[src/rtl/pak_dsp_pkg.sv]
// Shared DSP constants and helpers for the FIR datapath and its output stages.
package pak_dsp_pkg;

  localparam int DATA_WIDTH           = 16;
  localparam int OUTPUT_WORD_SIZE_FIR = 2*DATA_WIDTH+5;

  typedef logic [1:0] fifo_count_t;

  // Two's-complement clamp limits for a signed word of the given width.
  function automatic logic signed [63:0] sat_max(input int width);
    return (64'sd1 <<< (width-1)) - 64'sd1;
  endfunction

  function automatic logic signed [63:0] sat_min(input int width);
    return -(64'sd1 <<< (width-1));
  endfunction

endpackage

[src/rtl/fir_out_requant_if.sv]
// Source and sink valid/ready channels of the FIR output re-quantiser.
interface fir_out_requant_if
  import pak_dsp_pkg::*;
#(
  parameter int IN_WIDTH  = OUTPUT_WORD_SIZE_FIR,
  parameter int OUT_WIDTH = DATA_WIDTH
);

  logic signed [IN_WIDTH-1:0]  src_data_in;
  logic                        src_valid_in;
  logic                        src_ready_out;
  logic signed [OUT_WIDTH-1:0] dst_data_out;
  logic                        dst_valid_out;
  logic                        dst_ready_in;

  // The re-quantiser block itself.
  modport slave (
    input  src_data_in, src_valid_in, dst_ready_in,
    output src_ready_out, dst_data_out, dst_valid_out
  );

  // The FIR source and the downstream sink seen together.
  modport master (
    output src_data_in, src_valid_in, dst_ready_in,
    input  src_ready_out, dst_data_out, dst_valid_out
  );

endinterface

[src/rtl/skid_fifo2.sv]
// Two-entry registered FIFO; the head register drives the output directly.
module skid_fifo2
  import pak_dsp_pkg::*;
#(
  parameter int WIDTH = 16
) (
  input  logic             clk,
  input  logic             arst_n,
  input  logic             push,
  input  logic             pop,
  input  logic [WIDTH-1:0] din,
  output logic [WIDTH-1:0] dout,
  output logic             valid,
  output fifo_count_t      count
);

  logic [WIDTH-1:0] head;
  logic [WIDTH-1:0] tail;

  // Simultaneous push/pop keeps the count; when full the tail shifts up into the head.
  always_ff @(posedge clk or negedge arst_n) begin
    if (!arst_n) begin
      head  <= '0;
      tail  <= '0;
      count <= '0;
    end else begin
      case ({push, pop})
        2'b10: begin
          if (count == 2'd0) head <= din;
          else               tail <= din;
          count <= count + 2'd1;
        end
        2'b01: begin
          head  <= tail;
          count <= count - 2'd1;
        end
        2'b11: begin
          if (count == 2'd2) begin
            head <= tail;
            tail <= din;
          end else begin
            head <= din;
          end
        end
        default: ;
      endcase
    end
  end

  assign dout  = head;
  assign valid = (count != 2'd0);

endmodule

[src/rtl/fir_out_requant.sv]
// Rounding right-shift and saturation of the FIR output word, buffered behind registered-ready handshakes.
module fir_out_requant
  import pak_dsp_pkg::*;
#(
  parameter int IN_WIDTH      = OUTPUT_WORD_SIZE_FIR,
  parameter int OUT_WIDTH     = DATA_WIDTH,
  parameter int SHIFT_WIDTH   = 5,
  parameter int SAT_CNT_WIDTH = 16
) (
  input  logic                     clk,
  input  logic                     arst_n,
  input  logic [SHIFT_WIDTH-1:0]   shift,
  input  logic                     round_en,
  input  logic                     sat_clear,
  fir_out_requant_if.slave         io,
  output logic                     sat_flag,
  output logic [SAT_CNT_WIDTH-1:0] sat_count
);

  localparam logic signed [63:0]       SAT_HI64 = sat_max(OUT_WIDTH);
  localparam logic signed [63:0]       SAT_LO64 = sat_min(OUT_WIDTH);
  localparam logic signed [IN_WIDTH:0] SAT_HI   = SAT_HI64[IN_WIDTH:0];
  localparam logic signed [IN_WIDTH:0] SAT_LO   = SAT_LO64[IN_WIDTH:0];

  logic signed [IN_WIDTH:0]    rnd;
  logic signed [IN_WIDTH:0]    sum;
  logic signed [IN_WIDTH:0]    shifted;
  logic signed [OUT_WIDTH-1:0] res;
  logic                        sat;

  logic                        a_valid;
  logic signed [OUT_WIDTH-1:0] a_data;
  logic                        ready;
  logic                        accept;
  logic                        push;
  logic                        pop;
  logic                        head_valid;
  logic [OUT_WIDTH-1:0]        head_data;
  fifo_count_t                 fifo_count;

  // One extra bit of headroom keeps the rounding offset from overflowing the sum.
  always_comb begin
    rnd = '0;
    if (round_en && shift != '0)
      rnd = {{IN_WIDTH{1'b0}}, 1'b1} << (shift - SHIFT_WIDTH'(1));
    sum     = {io.src_data_in[IN_WIDTH-1], io.src_data_in} + rnd;
    shifted = sum >>> shift;
    sat     = 1'b1;
    if (shifted > SAT_HI) begin
      res = SAT_HI[OUT_WIDTH-1:0];
    end else if (shifted < SAT_LO) begin
      res = SAT_LO[OUT_WIDTH-1:0];
    end else begin
      res = shifted[OUT_WIDTH-1:0];
      sat = 1'b0;
    end
  end

  assign ready  = !(a_valid && fifo_count == 2'd2);
  assign accept = io.src_valid_in && ready;
  assign pop    = head_valid && io.dst_ready_in;
  assign push   = a_valid && (fifo_count != 2'd2 || pop);

  always_ff @(posedge clk or negedge arst_n) begin
    if (!arst_n) begin
      a_valid <= 1'b0;
      a_data  <= '0;
    end else if (accept) begin
      a_valid <= 1'b1;
      a_data  <= res;
    end else if (push) begin
      a_valid <= 1'b0;
    end
  end

  skid_fifo2 #(.WIDTH(OUT_WIDTH)) u_fifo (
    .clk    (clk),
    .arst_n (arst_n),
    .push   (push),
    .pop    (pop),
    .din    (a_data),
    .dout   (head_data),
    .valid  (head_valid),
    .count  (fifo_count)
  );

  assign io.src_ready_out = ready;
  assign io.dst_valid_out = head_valid;
  assign io.dst_data_out  = head_data;

  // Statistics follow accepted samples, so downstream stalls never delay them.
  always_ff @(posedge clk or negedge arst_n) begin
    if (!arst_n) begin
      sat_flag  <= 1'b0;
      sat_count <= '0;
    end else if (sat_clear) begin
      sat_flag  <= 1'b0;
      sat_count <= '0;
    end else if (accept && sat) begin
      sat_flag <= 1'b1;
      if (sat_count != '1) sat_count <= sat_count + SAT_CNT_WIDTH'(1);
    end
  end

endmodule

[src/flat_wrapper.sv]
// flat-port wrapper written by rule: the top's interface ports become plain ports
module fir_out_requant_flat import pak_dsp_pkg::*;
#(
  parameter int IN_WIDTH      = OUTPUT_WORD_SIZE_FIR,
  parameter int OUT_WIDTH     = DATA_WIDTH,
  parameter int SHIFT_WIDTH   = 5,
  parameter int SAT_CNT_WIDTH = 16
)
  (clk, arst_n, shift, round_en, sat_clear, sat_flag, sat_count, io_src_data_in, io_src_valid_in, io_dst_ready_in, io_src_ready_out, io_dst_data_out, io_dst_valid_out);
  fir_out_requant_if #(.IN_WIDTH(IN_WIDTH), .OUT_WIDTH(OUT_WIDTH)) io_i ();
  input  logic clk;
  input  logic arst_n;
  input  logic [SHIFT_WIDTH-1:0] shift;
  input  logic round_en;
  input  logic sat_clear;
  output logic sat_flag;
  output logic [SAT_CNT_WIDTH-1:0] sat_count;
  input wire logic [$bits(io_i.src_data_in)-1:0] io_src_data_in;
  input wire logic [$bits(io_i.src_valid_in)-1:0] io_src_valid_in;
  input wire logic [$bits(io_i.dst_ready_in)-1:0] io_dst_ready_in;
  output wire logic [$bits(io_i.src_ready_out)-1:0] io_src_ready_out;
  output wire logic [$bits(io_i.dst_data_out)-1:0] io_dst_data_out;
  output wire logic [$bits(io_i.dst_valid_out)-1:0] io_dst_valid_out;
  assign io_i.src_data_in = io_src_data_in;
  assign io_i.src_valid_in = io_src_valid_in;
  assign io_i.dst_ready_in = io_dst_ready_in;
  assign io_src_ready_out = io_i.src_ready_out;
  assign io_dst_data_out = io_i.dst_data_out;
  assign io_dst_valid_out = io_i.dst_valid_out;
  fir_out_requant #(.IN_WIDTH(IN_WIDTH), .OUT_WIDTH(OUT_WIDTH), .SHIFT_WIDTH(SHIFT_WIDTH), .SAT_CNT_WIDTH(SAT_CNT_WIDTH)) u_core (.clk(clk), .arst_n(arst_n), .shift(shift), .round_en(round_en), .sat_clear(sat_clear), .io(io_i), .sat_flag(sat_flag), .sat_count(sat_count));
endmodule
[config.mk]
export PLATFORM = sky130hd
export DESIGN_NAME = fir_out_requant_flat
export DESIGN_NICKNAME = d
export VERILOG_FILES = /design/src/rtl/pak_dsp_pkg.sv /design/src/rtl/fir_out_requant_if.sv /design/src/rtl/skid_fifo2.sv /design/src/rtl/fir_out_requant.sv /design/src/flat_wrapper.sv
export SDC_FILE = /design/constraint.sdc
export NUM_CORES = 1
export LEC_CHECK = 0
export CAP_MARGIN = 40
export CORE_ASPECT_RATIO = 0.75
export CORE_MARGIN = 3
export CORE_UTILIZATION = 60
export DETAILED_ROUTE_END_ITERATION = 10
export PLACE_DENSITY = 0.83
export SYNTH_ARGS = -nofsm -noshare
export SYNTH_HDL_FRONTEND = slang
export SYNTH_SLANG_ARGS = --single-unit
[constraint.sdc]
create_clock -name clk -period 6.21 [get_ports clk]
set_clock_uncertainty 0.1 [all_clocks]
set_input_delay 0.9315 -clock clk [delete_from_list [all_inputs] [get_ports clk]]
set_output_delay 0.9315 -clock clk [all_outputs]
set_load 0.05 [all_outputs]
==> results.sh, run 1 <==
export IMPL_status="aborted with a tool error"
export IMPL_haltStage="5_1_grt"
export IMPL_error="[ERROR GRT-0232] Routing congestion too high. Check the congestion heatmap in the GUI."
export IMPL_grt_worst_endpoint="u_core.sat_count[13]$_DFFE_PN0P_/D"
export IMPL_place_area_um2=12210
export IMPL_die_y_um=112.6
export IMPL_worst_path_end_type="register input"
export IMPL_routabilityCongestion=1.087
export IMPL_synthCells=1189
export IMPL_portBuffers=82
export IMPL_grt_total_usage=0.7914
export IMPL_rows=38
export IMPL_cts_sinks=68
export IMPL_chipWidth_um=148.2
export IMPL_overflow=57
export IMPL_synth_cell_types=96
export IMPL_numCtsBuffers=9
export IMPL_yosysSeqAreaShare=0.1870
export IMPL_grt_max_degree=69
export IMPL_syn_area_um2=9097
export IMPL_yosys_warnings=0
export IMPL_place_ws_ps=-929.9
export IMPL_async_flop_share=1.000
export IMPL_hpwl_um=30840
export IMPL_synth_edf_count=0
export IMPL_ys_ff_latch=68
export IMPL_synth_top_area_cell="dfrtp_1"
export IMPL_synth_top_area_share=0.1870
export IMPL_max_clock_path_buffers=2
export IMPL_cts_root_buffer="clkbuf_16"
export IMPL_h_tree_depth=3
export IMPL_start_util=0.6212
export IMPL_synth_area_leaders="dfrtp_1 (19%), mux2i_1 (5.5%), nand2_1 (5.3%)"
export IMPL_boundaryPins=83
export IMPL_syn_area_per_cell_um2=7.651
export IMPL_syn_num_nets=1271
export IMPL_ys_flop_type="dfrtp_1"
layer usage:
metal | overflow | global-route usage
met3 | 1 | 0.7006
met2 | 24 | 0.9051
met4 | 31 | 0.7415
met1 | 1 | 0.8052
met5 | 0 | 0.4324
kinds of logic after synthesis:
group	synth area share
xor gates and xnor gates	0.02022
other	0.0004122
adders and majority gates	0.04759
muxes	0.1181
buffers and inverters	0.04855
AOI/OAI and AO/OA	0.3178
DFF	0.1870
and+or+nand+nor	0.2602
Yosys cell counts, drive strengths merged, types with 7 or more instances:
library cell  count
clkbuf           50
dfrtp            68
o21ai            73
xor2              9
nand2           128
nand4            38
o31ai            10
mux2             33
nor2            125
and3             22
o2111ai           9
mux2i            50
and2             11
buf              30
o211ai           24
xnor2            12
nand2b            7
nand3            29
ha               33
a21oi            82
o22ai             9
or2               7
nor3             43
a211oi           27
a21o             11
mux4              9
a31o              8
o311ai            8
nor4             14
a2111oi          10
or3              14
or4               7
o21a             23
inv              20
nor2b            12
o22a             17
stage by stage:
step | instances | TNS (ps) | hold WS (ps)
floorplan | 1189 | 0 | 367.3
CTS | 1734 | 0 | 389.6
global placement | 1704 | -18980 | 363.2
detailed placement | 1705 | -23690 | 376.5
timing repair:
item	CTS
pin swaps	18
setup buffers	12
resized for setup	77
gates cloned	1
endpoints found under the setup margin	32
hold buffers	0
==> run 2: changes to the inputs <==
Settings changed: CORE_ASPECT_RATIO 0.75 to not set, CORE_UTILIZATION 60 to 40, PLACE_DENSITY 0.83 to not set, PLACE_DENSITY_LB_ADDON set to 0.15.
==> run 2 against run 1 <==
  * The flow now finishes without violations
  * Area after synthesis unchanged
  * Synthesized cell count unchanged
==> results.sh, run 2 <==
export IMPL_status="complete, no violations"
export IMPL_drc=0
export IMPL_start_util=0.4118
export IMPL_fin_crit_ps=5989
export IMPL_power_density_nw_per_um2=184.2
export IMPL_ys_ff_latch=68
export IMPL_layout_common_cells="buf_4 (329), nand2_1 (120), nor2_1 (117), clkdlybuf4s50_1 (75), a21oi_1 (72)"
export IMPL_grt_pass1_vias=10536
export IMPL_drt_wl_total_um=35590
export IMPL_yosysSeqAreaShare=0.1870
export IMPL_synth_edf_count=0
export IMPL_synth_area_leaders="dfrtp_1 (19%), mux2i_1 (5.5%), nand2_1 (5.3%)"
export IMPL_first_pass_iters=5
export IMPL_antenna_found_initial=0
export IMPL_vias=10916
export IMPL_boundaryPins=83
export IMPL_synth_top_area_cell="dfrtp_1"
export IMPL_via_per_inst=5.988
export IMPL_nets=1620
export IMPL_crit_arrival_ps=6120
export IMPL_ant_nets=0
export IMPL_diodes=0
export IMPL_final_util=0.5943
export IMPL_final_setup_worst_slack_ps=220.7
export IMPL_hold_path_class="register to register"
export IMPL_yosysMostFrequentCell="nand2_1"
export IMPL_yosys_warnings=0
export IMPL_clkLatencyLatePin_ps=330
export IMPL_clk_pin_slew_ps=50
export IMPL_ys_top_cells_by_count="nand2_1 (128), nor2_1 (124), a21oi_1 (74), dfrtp_1 (68), o21ai_0 (59)"
export IMPL_syn_area_per_cell_um2=7.651
export IMPL_seq_area_um2=1702
export IMPL_min_period_over_period=0.9645
export IMPL_power_mw=2.418
export IMPL_overflow=0
export IMPL_chipWidth_um=156.8
export IMPL_die_area_um2=24590
export IMPL_numCtsBuffers=9
export IMPL_portBuffers=82
export IMPL_synth_top_area_share=0.1870
export IMPL_max_vdd_ir_drop_v=0.0001940
export IMPL_ys_flop_type="dfrtp_1"
export IMPL_multi_input_area_um2=7331
export IMPL_cts_root_buffer="clkbuf_16"
export IMPL_drv_slew=0
export IMPL_max_clock_path_buffers=2
export IMPL_syn2layout_area_growth_pct=44.34
export IMPL_grt_pass1_wl_um=55410
export IMPL_cts_sinks=68
export IMPL_h_tree_depth=3
export IMPL_die_y_um=156.8
export IMPL_hpwl_um=29220
export IMPL_rows=54
export IMPL_core_um2=22090
export IMPL_holdBufCountCts=0
export IMPL_slew_limit_headroom=0.4168
export IMPL_n_fill_cell=2049
export IMPL_setup_viol=0
export IMPL_synth_cell_types=96
export IMPL_grt_total_usage=0.2827
export IMPL_p_leak_nw=5.673
export IMPL_hold_viol_final=0
export IMPL_grt_max_degree=69
export IMPL_synthCells=1189
export IMPL_drive_gt1_frac=0.3286
export IMPL_place_ws_ps=-908.9
export IMPL_tightest_slew_ps=872.1
export IMPL_syn_num_nets=1271
export IMPL_end_kind="register"
export IMPL_async_flop_share=1.000
export IMPL_wire_per_inst_um=19.52
export IMPL_path_max_fanout=7
export IMPL_drt_initial_drc_count=851
export IMPL_cts_tree="yes"
export IMPL_mostFrequentLayoutCell="buf_4"
export IMPL_path_class="input port to register"
export IMPL_whs_ps=373.2
export IMPL_start_kind="input port"
export IMPL_maxCapViolCount=0
export IMPL_syn_area_um2=9097
export IMPL_max_clock_freq_ghz=0.1670
export IMPL_routabilityCongestion=0.9727
export IMPL_worstPathRequired_ps=6340
## run 2: area by class of cell
cell class / instances / share of cell area
Clock buffer: 12 / 0.01877
Clock inverter: 4 / 0.003716
Inverter: 21 / 0.006098
Multi-Input combinational cell: 1020 / 0.5583
Sequential cell: 68 / 0.1296
Tap cell: 280 / 0.02668
Timing Repair Buffer: 418 / 0.2569
## run 2: routing by layer
metal / global-route usage / vias to the layer above / part of all wire
li1: - / 5293 / -
met1: 0.3603 / 5157 / 0.43
met2: 0.4855 / 368 / 0.47
met3: 0.02102 / 98 / 0.042
met4: 0.1321 / 0 / 0.052
met5: 0 / - / 0
## run 2: final timing paths
path,from,endpoint,slack [ps],depth (start not counted)
hold / removal,u_core.u_fifo.dout[8]$_DFFE_PN0P_,u_core.u_fifo.dout[8]$_DFFE_PN0P_,370,2
hold reg to reg,u_core.u_fifo.dout[8]$_DFFE_PN0P_,u_core.u_fifo.dout[8]$_DFFE_PN0P_,370,2
setup reg to reg,u_core.sat_count[6]$_DFFE_PN0P_,u_core.sat_count[8]$_DFFE_PN0P_,3610,8
setup / recovery,shift[1],u_core.sat_count[13]$_DFFE_PN0P_,220,24
min in group asynchronous,arst_n,u_core.u_fifo.dout[8]$_DFFE_PN0P_,690,2
max in group asynchronous,arst_n,u_core.sat_count[14]$_DFFE_PN0P_,4770,2
## run 2: kinds of logic (layout without fill, tap and decap cells)
kind of cell             Yosys count  after routing  synth area share
other                              1              1         0.0004122
buffers and inverters            101            455           0.04855
flip-flops                        68             68            0.1870
multiplexers                      92             92            0.1181
AO/OA/AOI/OAI                    398            398            0.3178
AND/OR/NAND/NOR                  474            474            0.2602
XOR/XNOR                          21             21           0.02022
adder cells (fa/ha/maj)           34             34           0.04759
## run 2: critical path, cell delays in order
cell             delay [ps]
clkdlybuf4s15_1         230
clkinv_2                 80
buf_12                  140
nand2_2                 120
nor2_4                   50
and3_1                  180
ha_1                    310
buf_4                   150
and3_1                  150
a221o_2                 450
a21oi_4                 180
buf_4                   150
mux2i_4                 250
nor2_1                  110
mux4_2                  490
and2_1                  190
a211o_1                 290
and3_1                  160
and3_1                  180
a31o_4                  270
buf_12                  120
a211oi_4                300
or4b_4                  490
a21oi_1                 150
## run 2: timing repair
action                                  in CTS  in global routing
gates resized for setup                     49                 59
endpoints found under the setup margin      32                 30
pin swaps                                   14                 22
buffers inserted                             8                  4
## run 2: per-stage QoR
step,cells,setup TNS [ps],cell area [um^2]
after floorplan,1189,0,9105
after global routing,1823,-16.18,13130
after CTS,1819,0,12900
final,1823,0,13130
after global placement,1794,-24260,12370
after detailed placement,1795,-25840,12380
## run 2: power breakdown
group	total (mW)	internal, mW	switching (mW)
Clock	0.496	0.321	0.175
Combinational	1.26	0.546	0.712
Sequential	0.664	0.582	0.0823
(Power assumes the default switching activity.)
==> run 3: changes to the inputs <==
Settings changed: CTS_CLUSTER_SIZE set to 14, TNS_END_PERCENT set to 10.
==> results of run 3 <==
Final layout, timing and power as in run 2 (identical DEF).
==> run 4: changes to the inputs <==
Settings changed: SETUP_SLACK_MARGIN set to 0.1.
==> run 4 against run 3 <==
  * Combinational power increased by 3%
  * Sequential cell count stayed put
  * Setup slack worse by 33 ps
  * Sequential share of layout area down 0.69 points
  * Wire length grew 4.8%
  * Clock power up 7.7%
  * Critical endpoint unchanged
  * Non-clock buffer count rose by 37
  * Fmax fell by 0.55%
  * First-iteration DRC count grew 3.4%
  * Register-to-register slack worse by 160 ps
  * Critical path depth decreased by 4
==> results.sh, run 4 (same netlist as run 2, synthesis figures left out) <==
export IMPL_start_util=0.4118
export IMPL_hpwl_um=29570
export IMPL_grt_pass1_vias=10855
export IMPL_crit_path_cell_trace="dlygate4sd2_1 -> buf_6 -> nor2_2 -> nand2_4 -> nor2_4 -> ha_4 -> a211oi_4 -> o211ai_1 -> and4b_2 -> or3_4 -> a211oi_4 -> nor3_2 -> or4_4 -> mux4_2 -> nand2_2 -> nor3_2 -> a31o_1 -> a211oi_4 -> or4b_4 -> a21oi_2"
export IMPL_boundaryPins=83
export IMPL_diodes=0
export IMPL_via_per_inst=6.061
export IMPL_drv_slew=0
export IMPL_place_ws_ps=-726.6
export IMPL_maxCapViolCount=0
export IMPL_power_density_nw_per_um2=180.2
export IMPL_dp_cells=1810
export IMPL_ant_nets=0
export IMPL_r2r_slack_ps=3450
export IMPL_fin_crit_ps=6022
export IMPL_met2WireLength_um=17650
export IMPL_end_kind="register"
export IMPL_hold_path_class="register to register"
export IMPL_met1_length_um=15120
export IMPL_numCtsBuffers=9
export IMPL_status="complete, no violations"
export IMPL_r2r_end="u_core.sat_count[8]$_DFFE_PN0P_"
export IMPL_drive_gt1_frac=0.3730
export IMPL_holdBufCountCts=0
export IMPL_min_from="u_core.u_fifo.dout[9]$_DFFE_PN0P_"
export IMPL_core_um2=22090
export IMPL_pwr_share_comb=0.520
export IMPL_r2r_start="u_core.sat_count[6]$_DFFE_PN0P_"
export IMPL_vias=11267
export IMPL_swShare=0.3983
export IMPL_cts_sinks=68
export IMPL_drt_initial_drc_count=880
export IMPL_rows=54
export IMPL_slowest_stage="mux4_2"
export IMPL_min_period_over_period=0.9698
export IMPL_nets=1658
export IMPL_whs_ps=376.8
export IMPL_crit_arrival_ps=6150
export IMPL_clkLatencyLatePin_ps=320
export IMPL_overflow=0
export IMPL_top_layer="met4"
export IMPL_portBuffers=82
export IMPL_tns_ps=0
export IMPL_fin_cells=1859
export IMPL_worstHoldPathCells=2
export IMPL_first_pass_iters=5
export IMPL_routabilityCongestion=0.9982
export IMPL_clk_pin_slew_ps=50
export IMPL_max_clock_path_buffers=2
export IMPL_syn2layout_area_growth_pct=52.40
export IMPL_cts_tree="yes"
export IMPL_fin_area_um2=13860
export IMPL_setup_viol=0
export IMPL_seqPwrFrac=0.267
export IMPL_grt_pass1_wl_um=57350
export IMPL_place_area_um2=12510
export IMPL_path_buf_inv=2
export IMPL_max_clock_freq_ghz=0.1660
export IMPL_rsz0062_at_grt="false"
export IMPL_grt_total_usage=0.2922
export IMPL_worstPathRequired_ps=6340
export IMPL_final_util=0.6275
export IMPL_met3_length_um=2171
export IMPL_slew_limit_headroom=0.3768
export IMPL_holdPathEnd="u_core.u_fifo.dout[9]$_DFFE_PN0P_"
export IMPL_n_fill_cell=1996
export IMPL_power_internal_mw=1.503
export IMPL_drt_wl_total_um=37280
export IMPL_final_setup_worst_slack_ps=187.6
export IMPL_reg2reg_depth=8
export IMPL_start_kind="input port"
export IMPL_mostFrequentLayoutCell="buf_4"
export IMPL_power_mw=2.498
export IMPL_grt_max_degree=40
export IMPL_wire_per_inst_um=20.05
export IMPL_chipWidth_um=156.8
export IMPL_max_vdd_ir_drop_v=0.0001976
export IMPL_drc=0
export IMPL_h_tree_depth=3
export IMPL_path_class="input port to register"
export IMPL_die_y_um=156.8
export IMPL_worst_path_largest_cell_delay_ps=540
export IMPL_die_area_um2=24590
export IMPL_path_max_fanout=6
export IMPL_p_leak_nw=5.939
export IMPL_cp_top_family="simple AND/OR/NAND/NOR gates"
export IMPL_cp_common_cell="a211oi_4"
export IMPL_hold_viol_final=0
export IMPL_antenna_found_initial=0
export IMPL_tightest_slew_ps=931.8
export IMPL_cts_root_buffer="clkbuf_16"
export IMPL_layout_common_cells="buf_4 (357), nand2_1 (117), nor2_1 (106), clkdlybuf4s50_1 (75), dfrtp_1 (68)"
export IMPL_switchingPower_mw=0.9950
export IMPL_p_clk_frac=0.214
==> run 4: cell count changes in the layout (fill, tap and decap cells not counted), sizes merged <==
cell          previous run  this run
bufinv                   1         2
and4b                    1         2
dlymetal6s2s             0         2
clkbuf                  16        12
inv                     20        19
clkinv                   4         2
buf                    337       374
clkinvlp                 0         2
==> run 4: area by class of cell <==
class | count | area [um^2] | share of cell area
inverters | 21 | 98.84 | 0.007129
repair buffers | 455 | 3725 | 0.2687
clock inverters | 4 | 75.07 | 0.005415
clock buffers | 10 | 239.0 | 0.01724
flip-flops and latches | 68 | 1702 | 0.1227
multi-input cells | 1021 | 7675 | 0.5536
well taps | 280 | 350.3 | 0.02527
==> run 4: worst max-delay path by stage <==
stage | from | end | cells past startpoint
after detailed placement | shift[1] | u_core.sat_count[10]$_DFFE_PN0P_ | 21
after global placement | shift[1] | u_core.sat_count[13]$_DFFE_PN0P_ | 24
after floorplan | shift[3] | u_core.sat_count[10]$_DFFE_PN0P_ | 23
after CTS | shift[2] | u_core.sat_count[13]$_DFFE_PN0P_ | 21
after global routing | shift[0] | u_core.a_data[1]$_DFFE_PN0P_ | 29
final | shift[0] | u_core.sat_count[13]$_DFFE_PN0P_ | 20
==> run 4: power by group through the flow <==
stage	logic (mW)	registers, mW	clock network [mW]
after floorplan	0.576	0.851	0
after global placement	1.21	0.665	0
after detailed placement	1.23	0.675	0
after CTS	1.26	0.668	0.547
after global routing	1.39	0.685	0.560
final	1.30	0.666	0.534
==> run 4: worst min-delay path, cell delays in order, from the launching register on <==
cell and delay [ps]:
dfrtp_1 340, nand2_1 40, o21ai_0 60
==> run 4: layer usage <==
layer,vias to the layer above,GRT usage
met2,448,0.4967
li1,5359,-
met4,0,0.1609
met1,5340,0.3656
met3,120,0.02378
met5,-,0
==> run 4: repair_timing <==
| action | CTS | global route |
|---|---|---|
| pin swaps | 36 | 42 |
| buffers inserted | 23 | 11 |
| setup endpoints to repair | 32 | 32 |
| cloned | 1 | 0 |
| gates resized for setup | 86 | 99 |
